--- src/rtl/mc_control.sv ---
// -----------------------------------------------------------------------------
// mc_control
//
// Multi-cycle processor control unit. A Moore FSM steps each instruction
// through fetch, decode and one to three execution states, driving the
// datapath enables and mux selects for every cycle.
//
// Optional feature:
//   MC_CONTROL_JAL_EN  when defined, opcode 000011 (JAL) is executed through
//                      a dedicated JAL state (encoding 12); when undefined it
//                      is reported as an illegal opcode.
//
// Ports:
//   clk            in   system clock, all state changes on the rising edge
//   rst            in   synchronous active-high reset
//   opcode         in   OP_W-bit instruction-register opcode field
//   mem_ready      in   memory access completes this cycle
//   pc_write       out  unconditional PC load
//   pc_write_cond  out  PC load when the ALU zero flag is set (branch)
//   i_or_d         out  memory address select: 0 = PC, 1 = ALU result
//   mem_read       out  memory read request
//   mem_write      out  memory write request
//   ir_write       out  instruction register load
//   reg_write      out  register file write
//   alu_src_a      out  ALU A select: 0 = PC, 1 = register A
//   alu_src_b      out  ALU B select (2 bits)
//   alu_op         out  ALU operation class (2 bits)
//   pc_source      out  PC next-value select (2 bits)
//   mem_to_reg     out  register write-data select (2 bits)
//   reg_dst        out  register write-address select (2 bits)
//   illegal_op     out  one-cycle pulse in DECODE on an unsupported opcode
//   state          out  current FSM state, for debug
//
// Handshake: mem_ready is a completion strobe. FETCH, MEM_READ and
// MEM_WRITE keep their request asserted and hold state until the cycle in
// which mem_ready is 1; that cycle is the last cycle of the access.
// -----------------------------------------------------------------------------
module mc_control #(
   parameter int OP_W = 6
) (
   input  logic            clk,
   input  logic            rst,
   input  logic [OP_W-1:0] opcode,
   input  logic            mem_ready,
   output logic            pc_write,
   output logic            pc_write_cond,
   output logic            i_or_d,
   output logic            mem_read,
   output logic            mem_write,
   output logic            ir_write,
   output logic            reg_write,
   output logic            alu_src_a,
   output logic [1:0]      alu_src_b,
   output logic [1:0]      alu_op,
   output logic [1:0]      pc_source,
   output logic [1:0]      mem_to_reg,
   output logic [1:0]      reg_dst,
   output logic            illegal_op,
   output logic [3:0]      state
);

   typedef enum logic [3:0] {
      S_FETCH     = 4'd0,
      S_DECODE    = 4'd1,
      S_MEM_ADDR  = 4'd2,
      S_MEM_READ  = 4'd3,
      S_MEM_WB    = 4'd4,
      S_MEM_WRITE = 4'd5,
      S_EXEC_R    = 4'd6,
      S_R_WB      = 4'd7,
      S_BRANCH    = 4'd8,
      S_JUMP      = 4'd9,
      S_EXEC_I    = 4'd10,
      S_I_WB      = 4'd11,
      S_JAL       = 4'd12
   } state_t;

   localparam logic [OP_W-1:0] OP_R    = OP_W'(6'b000000);
   localparam logic [OP_W-1:0] OP_LW   = OP_W'(6'b100011);
   localparam logic [OP_W-1:0] OP_SW   = OP_W'(6'b101011);
   localparam logic [OP_W-1:0] OP_BEQ  = OP_W'(6'b000100);
   localparam logic [OP_W-1:0] OP_J    = OP_W'(6'b000010);
   localparam logic [OP_W-1:0] OP_ADDI = OP_W'(6'b001000);
`ifdef MC_CONTROL_JAL_EN
   localparam logic [OP_W-1:0] OP_JAL  = OP_W'(6'b000011);
`endif

   state_t r_state;
   state_t w_next_state;
   logic   w_decode_illegal;

   // ---------------------------------------------------------------------------
   // State register
   // ---------------------------------------------------------------------------
   always_ff @(posedge clk) begin
      if (rst) begin
         r_state <= S_FETCH;
      end else begin
         r_state <= w_next_state;
      end
   end

   // ---------------------------------------------------------------------------
   // Next-state logic. opcode is only looked at in DECODE and MEM_ADDR; every
   // other state moves on regardless of what the instruction register holds.
   // ---------------------------------------------------------------------------
   always_comb begin
      w_next_state     = S_FETCH;
      w_decode_illegal = 1'b0;
      case (r_state)
         S_FETCH:     w_next_state = mem_ready ? S_DECODE : S_FETCH;
         S_DECODE: begin
            if ((opcode == OP_LW) || (opcode == OP_SW)) begin
               w_next_state = S_MEM_ADDR;
            end else if (opcode == OP_R) begin
               w_next_state = S_EXEC_R;
            end else if (opcode == OP_BEQ) begin
               w_next_state = S_BRANCH;
            end else if (opcode == OP_J) begin
               w_next_state = S_JUMP;
            end else if (opcode == OP_ADDI) begin
               w_next_state = S_EXEC_I;
`ifdef MC_CONTROL_JAL_EN
            end else if (opcode == OP_JAL) begin
               w_next_state = S_JAL;
`endif
            end else begin
               w_next_state     = S_FETCH;
               w_decode_illegal = 1'b1;
            end
         end
         // A memory-class opcode that changed after DECODE is abandoned
         // rather than guessed at.
         S_MEM_ADDR: begin
            if (opcode == OP_LW) begin
               w_next_state = S_MEM_READ;
            end else if (opcode == OP_SW) begin
               w_next_state = S_MEM_WRITE;
            end else begin
               w_next_state = S_FETCH;
            end
         end
         S_MEM_READ:  w_next_state = mem_ready ? S_MEM_WB : S_MEM_READ;
         S_MEM_WB:    w_next_state = S_FETCH;
         S_MEM_WRITE: w_next_state = mem_ready ? S_FETCH : S_MEM_WRITE;
         S_EXEC_R:    w_next_state = S_R_WB;
         S_R_WB:      w_next_state = S_FETCH;
         S_BRANCH:    w_next_state = S_FETCH;
         S_JUMP:      w_next_state = S_FETCH;
         S_EXEC_I:    w_next_state = S_I_WB;
         S_I_WB:      w_next_state = S_FETCH;
         S_JAL:       w_next_state = S_FETCH;
         default:     w_next_state = S_FETCH;
      endcase
   end

   // ---------------------------------------------------------------------------
   // Output logic. Everything defaults to 0. While rst is high the enables are
   // held off and the selects show their FETCH values so the datapath sits in
   // a known, harmless configuration.
   // ---------------------------------------------------------------------------
   always_comb begin
      pc_write      = 1'b0;
      pc_write_cond = 1'b0;
      i_or_d        = 1'b0;
      mem_read      = 1'b0;
      mem_write     = 1'b0;
      ir_write      = 1'b0;
      reg_write     = 1'b0;
      alu_src_a     = 1'b0;
      alu_src_b     = 2'b00;
      alu_op        = 2'b00;
      pc_source     = 2'b00;
      mem_to_reg    = 2'b00;
      reg_dst       = 2'b00;
      illegal_op    = 1'b0;
      if (rst) begin
         alu_src_b = 2'b01;
      end else begin
         case (r_state)
            // PC+4 is computed every fetch cycle but only committed, together
            // with the instruction, in the cycle memory delivers it.
            S_FETCH: begin
               mem_read  = 1'b1;
               alu_src_b = 2'b01;
               ir_write  = mem_ready;
               pc_write  = mem_ready;
            end
            S_DECODE: begin
               alu_src_b  = 2'b11;
               illegal_op = w_decode_illegal;
            end
            S_MEM_ADDR: begin
               alu_src_a = 1'b1;
               alu_src_b = 2'b10;
            end
            S_MEM_READ: begin
               mem_read = 1'b1;
               i_or_d   = 1'b1;
            end
            S_MEM_WB: begin
               reg_write  = 1'b1;
               mem_to_reg = 2'b01;
            end
            S_MEM_WRITE: begin
               mem_write = 1'b1;
               i_or_d    = 1'b1;
            end
            S_EXEC_R: begin
               alu_src_a = 1'b1;
               alu_op    = 2'b10;
            end
            S_R_WB: begin
               reg_write = 1'b1;
               reg_dst   = 2'b01;
            end
            S_BRANCH: begin
               alu_src_a     = 1'b1;
               alu_op        = 2'b01;
               pc_write_cond = 1'b1;
               pc_source     = 2'b01;
            end
            S_JUMP: begin
               pc_write  = 1'b1;
               pc_source = 2'b10;
            end
            S_EXEC_I: begin
               alu_src_a = 1'b1;
               alu_src_b = 2'b10;
            end
            S_I_WB: begin
               reg_write = 1'b1;
            end
`ifdef MC_CONTROL_JAL_EN
            // Link address goes to the link register while the PC jumps.
            S_JAL: begin
               reg_write  = 1'b1;
               reg_dst    = 2'b10;
               mem_to_reg = 2'b10;
               pc_write   = 1'b1;
               pc_source  = 2'b10;
            end
`endif
            default: begin
            end
         endcase
      end
   end

   assign state = r_state;

endmodule

--- config.mk ---
export PLATFORM = sky130hd
export DESIGN_NAME = mc_control
export DESIGN_NICKNAME = d
export VERILOG_FILES = /design/src/rtl/mc_control.sv
export SDC_FILE = /design/constraint.sdc
export NUM_CORES = 1
export LEC_CHECK = 0
export CAP_MARGIN = 20
export CELL_PAD_IN_SITES_DETAIL_PLACEMENT = 1
export CELL_PAD_IN_SITES_GLOBAL_PLACEMENT = 1
export CORE_ASPECT_RATIO = 1.5
export CORE_MARGIN = 2
export CORE_UTILIZATION = 29
export CTS_BUF_LIST = sky130_fd_sc_hd__clkbuf_2 sky130_fd_sc_hd__clkbuf_4 sky130_fd_sc_hd__clkbuf_8
export CTS_CLUSTER_DIAMETER = 100
export DETAILED_ROUTE_END_ITERATION = 10
export PLACE_DENSITY = 0.82
export SYNTH_ARGS = -nofsm -noshare
export SYNTH_HDL_FRONTEND = slang
export SYNTH_SLANG_ARGS = --single-unit
--- constraint.sdc ---
create_clock -name clk -period 3.9 [get_ports clk]
set_input_delay 0.78 -clock clk [delete_from_list [all_inputs] [get_ports clk]]
set_output_delay 0.78 -clock clk [all_outputs]
set_load 0.005 [all_outputs]
After elaboration in Yosys (flattened, before gate mapping). Index checks and enable logic that the tools add are counted.

Equal/unequal tests: 16. Mux-type cells: 44. Reductions and logical operators: 8.

Operators with widths (number): 4-bit one-hot mux with 7 select lines (1); 1-bit two-way mux (27); 4-bit two-way mux (5); 4-bit by 3-bit equality test with 1-bit output, second input constant (4); 4-bit equality test, second input constant (4); 6-bit equality test, second input constant (2); 3-bit two-way mux (4); 4-bit by 2-bit equality test with 1-bit output, second input constant (2); 2-bit one-hot mux with 2 select lines (2); 6-bit by 2-bit equality test with 1-bit output, second input constant (1); 6-bit by 3-bit equality test with 1-bit output, second input constant (1); 6-bit by 4-bit equality test with 1-bit output, second input constant (1); 6-bit zero test (1); 2-bit two-way mux (3); 2-bit one-hot mux with 3 select lines (1); 2-bit OR reduction (3); 4-bit by 1-bit equality test with 1-bit output, second input constant (1); 4-bit zero test (1); 4-bit OR reduction (1); 3-bit OR reduction (1); 1-bit one-hot mux with 2 select lines (1); 1-bit logical OR (1).

Register bits after elaboration: 4. Input bits: 9. Output and inout bits: 23. Logic and storage cells: 69.

Longest topological paths before layout. Gate-level depths: netlist of the first run.

Depth in word-level cells: 8. Depth in mapped cells: 6. Depth with buffers taken out: 4.

Worst setup path before layout of the first run. No wires, ideal clock.

Path type: input to output. Start point: in rst. End point: out pc_write. Arrival time: 1590 ps. Required time: 3120 ps. Slack: 1530 ps. Stages on the path: 4. Buffers on the path: 1. Cells stage by stage: clkbuf_1 nor2_1 and3_1 or2_2.

Word-level cells in the longest chain between the ends: 1.

Ends and longest elaborated chain: start, declared (RTL line 42) `input logic rst,`; 1-bit two-way mux (RTL line 177) `if (rst) begin`; end, declared (RTL line 45) `output logic pc_write,`.

No other way between the ends.

Worst setup path in the final report of the first run.
Start point: in opcode[2]. End point: out illegal_op.

Word-level cells in the longest chain between the ends: 8. Elaborated cells between the ends (all ways): 14. Classes of those cells: 5 x eq/ne; 7 x mux; 2 x reduce/logical.

Ends and longest elaborated chain: start, declared (RTL line 43) `input logic [OP_W-1:0] opcode,`; 6-bit by 4-bit equality test with 1-bit output (RTL line 121) `end else if (opcode == OP_ADDI) begin`; 1-bit two-way mux (RTL line 121); 1-bit two-way mux (RTL line 119) `end else if (opcode == OP_J) begin`; 1-bit two-way mux (RTL line 117) `end else if (opcode == OP_BEQ) begin`; 1-bit two-way mux (RTL line 115) `end else if (opcode == OP_R) begin`; 1-bit two-way mux * (RTL line 113) `if ((opcode == OP_LW) || (opcode == OP_SW)) begin`; 1-bit two-way mux * (RTL line 180) `case (r_state)`; 1-bit two-way mux * (RTL line 177); end, declared (RTL line 58) `output logic illegal_op,`.

Mark *: on every way between the ends. The rest lies on a longest branch, timed or not.

==> flow_metrics.env, run 1 <==
export IMPL_status="finished clean"
export IMPL_crit_top_cell="clkdlybuf4s50_1"
export IMPL_cts_hold_buf=0
export IMPL_final_setup_tns_ps=0
export IMPL_ios=32
export IMPL_drc=0
export IMPL_grt_pass1_wl_mm=3.111
export IMPL_relSlewSlack_pct=57.94
export IMPL_cts_setup_buffers=0
export IMPL_initial_core_util_pct=31.28
export IMPL_clkSinkCount=4
export IMPL_final_cell_area_um2=923.4
export IMPL_critPathMaxFanout=7
export IMPL_yosysSeqAreaShare_pct=12.48
export IMPL_die_height_um=61.62
export IMPL_std_cell_rows=20
export IMPL_via_per_inst=5.522
export IMPL_rsz0062_at_grt="no"
export IMPL_cts_tree="yes"
export IMPL_cts_buffers=3
export IMPL_postRouteAntennaNets=0
export IMPL_io_buffers=29
export IMPL_cts_buffer_depth=2
export IMPL_reg2reg_to="state[1]$_SDFF_PP0_"
export IMPL_place_area_um2=900.9
export IMPL_root_buffer="clkbuf_4"
export IMPL_wl_per_cell_um=14.06
export IMPL_drive_gt1_share_pct=9.483
export IMPL_fillers=271
export IMPL_fp_dieArea_um2=2613
export IMPL_gp_congestion=0.7639
export IMPL_fin_crit_sh_pct=86.61
export IMPL_clk_pin_slew_worst_paths_ps=40
export IMPL_antenna_found_initial=0
export IMPL_ys_types=36
export IMPL_avgSynthCellArea_um2=6.828
export IMPL_start_kind="primary input"
export IMPL_period_needed_ps=3378
export IMPL_grt_start_max_net_pins=21
export IMPL_ir_drop_mv=0.1044
export IMPL_ys_async_sr_fraction_pct=0
export IMPL_regToRegStartpoint="state[0]$_SDFF_PP0_"
export IMPL_whs_endpoint="state[1]$_SDFF_PP0_"
export IMPL_final_hold_viol_count=0
export IMPL_htreeDepth=1
export IMPL_drtIter0Drc=17
export IMPL_synthCells=94
export IMPL_setup_viol=0
export IMPL_powerDensity_nw_per_um2=163.9
export IMPL_end_kind="primary output"
export IMPL_max_cap_violations=0
export IMPL_grt_overflow=0
export IMPL_insertion_delay_ps=240
export IMPL_synth_edf_count=0
export IMPL_die_x_um=42.41
export IMPL_n_antenna_cell=0
export IMPL_min_path_cells=2
export IMPL_post_dp_hpwl_mm=1.487
export IMPL_p_leak_nw=0.3279
export IMPL_final_cell_mix="clkdlybuf4s50_1, nor2_1, nor3_1, nand2b_1"
export IMPL_arrival_ps=2600
export IMPL_fin_worst_skew_ps=0.8475
export IMPL_worst_pin_slew_ps=630.0
export IMPL_grt_pass1_vias=702
export IMPL_nNetsFinal=127
export IMPL_worstPathRequired_ps=3120
export IMPL_r2r_setup_slack_ps=2040
export IMPL_slew_violations=0
export IMPL_largest_reg_flops=4
export IMPL_vias=762
export IMPL_layout_commonest_cell="clkdlybuf4s50_1"
export IMPL_fmax_mhz=296.0
export IMPL_min_from="state[1]$_SDFF_PP0_"
export IMPL_ys_seq_elements=4
export IMPL_rr_worst_depth=4
export IMPL_cts_resized=0
export IMPL_crit_chain="clkdlybuf4s50_1, o21ai_0, and3_1, nor4_1, clkdlybuf4s50_1"
export IMPL_synth_ff_type="dfxtp_1"
export IMPL_critPathMaxStageDelay_ps=640
export IMPL_core_um2=2052
export IMPL_holdCritPathClass="register to register"
export IMPL_grt_usage_pct=15.17
export IMPL_drtPass1Iterations=4
export IMPL_crit_slowest_cell="clkdlybuf4s50_1"
export IMPL_syn_cell_area_um2=641.9
export IMPL_ys_warn_count=0
export IMPL_routed_wirelength_mm=1.940
export IMPL_syn2layout_area_growth_pct=43.86
export IMPL_crit_type="primary input to primary output"
-- kinds of logic (layout without fill, tap and decap cells) --
group,count (synthesis),in the layout,synth area share [%]
other,1,2,0.5842
buffers and inverters,11,32,9.745
XOR/XNOR,3,3,4.094
AO/OA/AOI/OAI,17,17,21.05
AND/OR/NAND/NOR,57,57,50.49
multiplexers,1,1,1.560
flip-flops,4,4,12.48
-- final cells by class --
cell class / instances / area (µm²) / share of cell area [%]
clock buffers: 3 / 22.52 / 2.439
flip-flops and latches: 4 / 80.08 / 8.672
multi-input cells: 80 / 503.0 / 54.47
well taps: 22 / 27.53 / 2.981
repair buffers: 29 / 290.3 / 31.44
-- report_power, final --
part | switching [mW] | internal (mW) | total, mW
sequential | 0.00534 | 0.0423 | 0.0476
combinational | 0.0232 | 0.0276 | 0.0508
clock | 0.0184 | 0.0345 | 0.0529
-- critical path: cells and delay by family --
family,cells,cell delay (ps)
simple gates,2,460
compound gates,1,170
buf+inv,2,1190
-- per-stage QoR --
| stage | util (%) | instances | hold slack, ps | total power, mW | setup WS, ps |
|---|---|---|---|---|---|
| 4_1_cts | 45.00 | 138 | 760.1 | 0.1532 | 512.2 |
| 3_3_place_gp | 43.90 | 135 | 742.7 | 0.09766 | 551.1 |
| 3_5_place_dp | 43.90 | 135 | 750.0 | 0.09909 | 511.3 |
| 6_report | 45.00 | 138 | 760.7 | 0.1513 | 522.2 |
| 2_1_floorplan | - | 95 | 708.1 | 0.07450 | 1530 |
| 5_1_grt | 45.00 | 138 | 797.4 | 0.1614 | 383.7 |
-- worst max-delay path by stage --
stage                   start          to  slack [ps]  cells after the start
floorplan                 rst    pc_write        1530                      4
global placement    opcode[2]  illegal_op         550                      5
detailed placement  opcode[2]  illegal_op         510                      5
CTS                 opcode[2]  illegal_op         510                      5
global route        opcode[2]  illegal_op         380                      5
finish              opcode[2]  illegal_op         520                      5
-- layer usage --
| layer | vias to the layer above | track usage (%) | wire length [µm] |
|---|---|---|---|
| li1 | 379 | - | - |
| met1 | 362 | 17.34 | 831 |
| met2 | 21 | 29.01 | 1043 |
| met3 | 0 | 1.760 | 66 |
| met4 | 0 | 5.357 | 0 |
| met5 | - | 0 | 0 |
-- cells in the mapped netlist, drive strengths merged (2+ instances only) --
library cell	n	share of area, %
a21oi	6	5.8
nor3	8	6.2
nor2b	2	1.9
and3	5	4.9
nand3	3	2.3
a21o	2	2.3
nand3b	4	4.7
nor4	2	1.9
nand2	5	2.9
o21ai	2	1.6
nand2b	6	5.8
a31oi	2	1.9
nor2	11	6.4
or2	3	2.9
buf	7	7.4
nand4	2	1.9
xor2	3	4.1
clkbuf	4	2.3
dfxtp	4	12
(Power assumes the default switching activity.)
==> inputs of run 2 (changes only) <==
Settings changed: CORE_ASPECT_RATIO 1.5 to unset, CORE_UTILIZATION 29 to 46, DONT_BUFFER_PORTS set to 1, SLEW_MARGIN set to 15.
==> run 2 against run 1 <==
  * Utilization up 3.0 points
  * Power down 17%
  * Clock power decreased by 4.2%
  * Non-clock buffer count is 29 lower
  * First-iteration DRC count fell by 29%
  * Die area down 35%
  * Maximum frequency increased by 33%
  * Cell count decreased by 26%
  * Clock skew is essentially flat
  * Highest routed layer is now met4
==> flow_metrics.env, run 2 (synthesis gave the netlist of run 1 again) <==
export IMPL_postRouteAntennaNets=0
export IMPL_period_needed_ps=2543
export IMPL_fin_worst_skew_ps=1.168
export IMPL_fmax_mhz=393.2
export IMPL_fp_dieArea_um2=1710
export IMPL_top_layer_used="met4"
export IMPL_place_area_um2=601.8
export IMPL_gp_congestion=0.7552
export IMPL_grt_pass1_vias=556
export IMPL_stdcell_count=102
export IMPL_drive_gt1_share_pct=12.64
export IMPL_vias=661
export IMPL_final_util_pct=47.98
export IMPL_r2r_setup_slack_ps=2070
export IMPL_crit_chain="or4b_4, nor4_1"
export IMPL_grt_usage_pct=21.66
export IMPL_die_height_um=41.36
export IMPL_met3_wirelength_um=133
export IMPL_wl_met2_um=760
export IMPL_drtPass1Iterations=4
export IMPL_via_per_inst=6.480
export IMPL_initial_core_util_pct=49.33
export IMPL_n_antenna_cell=0
export IMPL_wl_per_cell_um=16.64
export IMPL_regToRegStartpoint="state[0]$_SDFF_PP0_"
export IMPL_dp_worst_setup_slack_ps=1593
export IMPL_rsz0062_at_grt="no"
export IMPL_worstPathRequired_ps=3120
export IMPL_fin_crit_sh_pct=65.21
export IMPL_final_hold_viol_count=0
export IMPL_cts_buffers=3
export IMPL_largest_reg_flops=4
export IMPL_clk_pin_slew_worst_paths_ps=40
export IMPL_worst_pin_slew_ps=708.3
export IMPL_critPathLaunch="state[0]$_SDFF_PP0_"
export IMPL_crit_slowest_cell="dfxtp_1"
export IMPL_final_setup_tns_ps=0
export IMPL_holdCritPathClass="primary input to register"
export IMPL_start_kind="register"
export IMPL_max_cap_violations=0
export IMPL_io_buffers=0
export IMPL_core_um2=1301
export IMPL_ir_drop_mv=0.1317
export IMPL_final_cell_mix="nor2_1, nor3_1, nand2b_1, and3_1, nand2_1"
export IMPL_routed_wirelength_mm=1.697
export IMPL_nNetsFinal=98
export IMPL_cts_setup_buffers=0
export IMPL_p_leak_nw=0.2231
export IMPL_syn2layout_area_growth_pct=-2.729
export IMPL_status="finished clean"
export IMPL_relSlewSlack_pct=52.71
export IMPL_arrival_ps=1760
export IMPL_ios=32
export IMPL_holdWs_ps=727.3
export IMPL_insertion_delay_ps=230
export IMPL_clkSinkCount=4
export IMPL_crit_type="register to primary output"
export IMPL_cts_resized=0
export IMPL_powerDensity_nw_per_um2=201.5
export IMPL_wl_met1_um=781
export IMPL_std_cell_rows=13
export IMPL_drc=0
export IMPL_reg2reg_to="state[1]$_SDFF_PP0_"
export IMPL_critPathMaxFanout=18
export IMPL_grt_overflow=0
export IMPL_cts_buffer_depth=2
export IMPL_setup_viol=0
export IMPL_p_total_uw=125.8
export IMPL_slew_violations=0
export IMPL_grt_pass1_wl_mm=2.352
export IMPL_critPathMaxStageDelay_ps=670
export IMPL_htreeDepth=1
export IMPL_rr_worst_depth=4
export IMPL_antenna_found_initial=0
export IMPL_die_x_um=41.36
export IMPL_end_kind="primary output"
export IMPL_final_cell_area_um2=624.3
export IMPL_cts_tree="yes"
export IMPL_post_dp_hpwl_mm=1.210
export IMPL_dp_cells=99
export IMPL_endpoint="illegal_op"
export IMPL_cts_hold_buf=0
export IMPL_layout_commonest_cell="nor2_1"
export IMPL_drtIter0Drc=12
export IMPL_root_buffer="clkbuf_4"
export IMPL_grt_start_max_net_pins=21
export IMPL_setup_ws_ps=1357
## run 2: cell count changes in the layout (fill, tap and decap cells not counted)
cell / delta
clkdlybuf4s50_1: -29
## run 2: final cells by class
type,count,area [µm²]
fillers,189,676.9
flip-flops and latches,4,80.08
clock buffers,3,22.52
well taps,15,18.77
multi-input cells,80,503.0
## run 2: power by group
part           internal [mW]  switching, mW  total, mW
logic                 0.0130         0.0144     0.0274
registers             0.0423        0.00543     0.0478
clock network         0.0344         0.0163     0.0507
total                 0.0897         0.0361      0.126
## run 2: critical path, delay by kind of cell (launching register included)
kind             cells  cell delay, ps
flip-flops           1             670
AND/OR/NAND/NOR      2             850
## run 2: per-layer routing
metal	GRT usage, %	vias up
li1	-	322
met1	26.20	307
met2	33.98	28
met3	7.979	4
met4	9.677	0
met5	0	-
## run 2: how the worst min path moves through the flow
stage                                    from             endpoint  slack, ps  cells past startpoint
after CTS                           opcode[1]  state[0]$_SDFF_PP0_        720                      2
final                               opcode[1]  state[0]$_SDFF_PP0_        730                      2
after global placement    state[1]$_SDFF_PP0_  state[1]$_SDFF_PP0_        770                      2
after global routing                opcode[3]  state[2]$_SDFF_PP0_        730                      2
after detailed placement  state[1]$_SDFF_PP0_  state[1]$_SDFF_PP0_        780                      2
after floorplan           state[1]$_SDFF_PP0_  state[2]$_SDFF_PP0_        710                      3
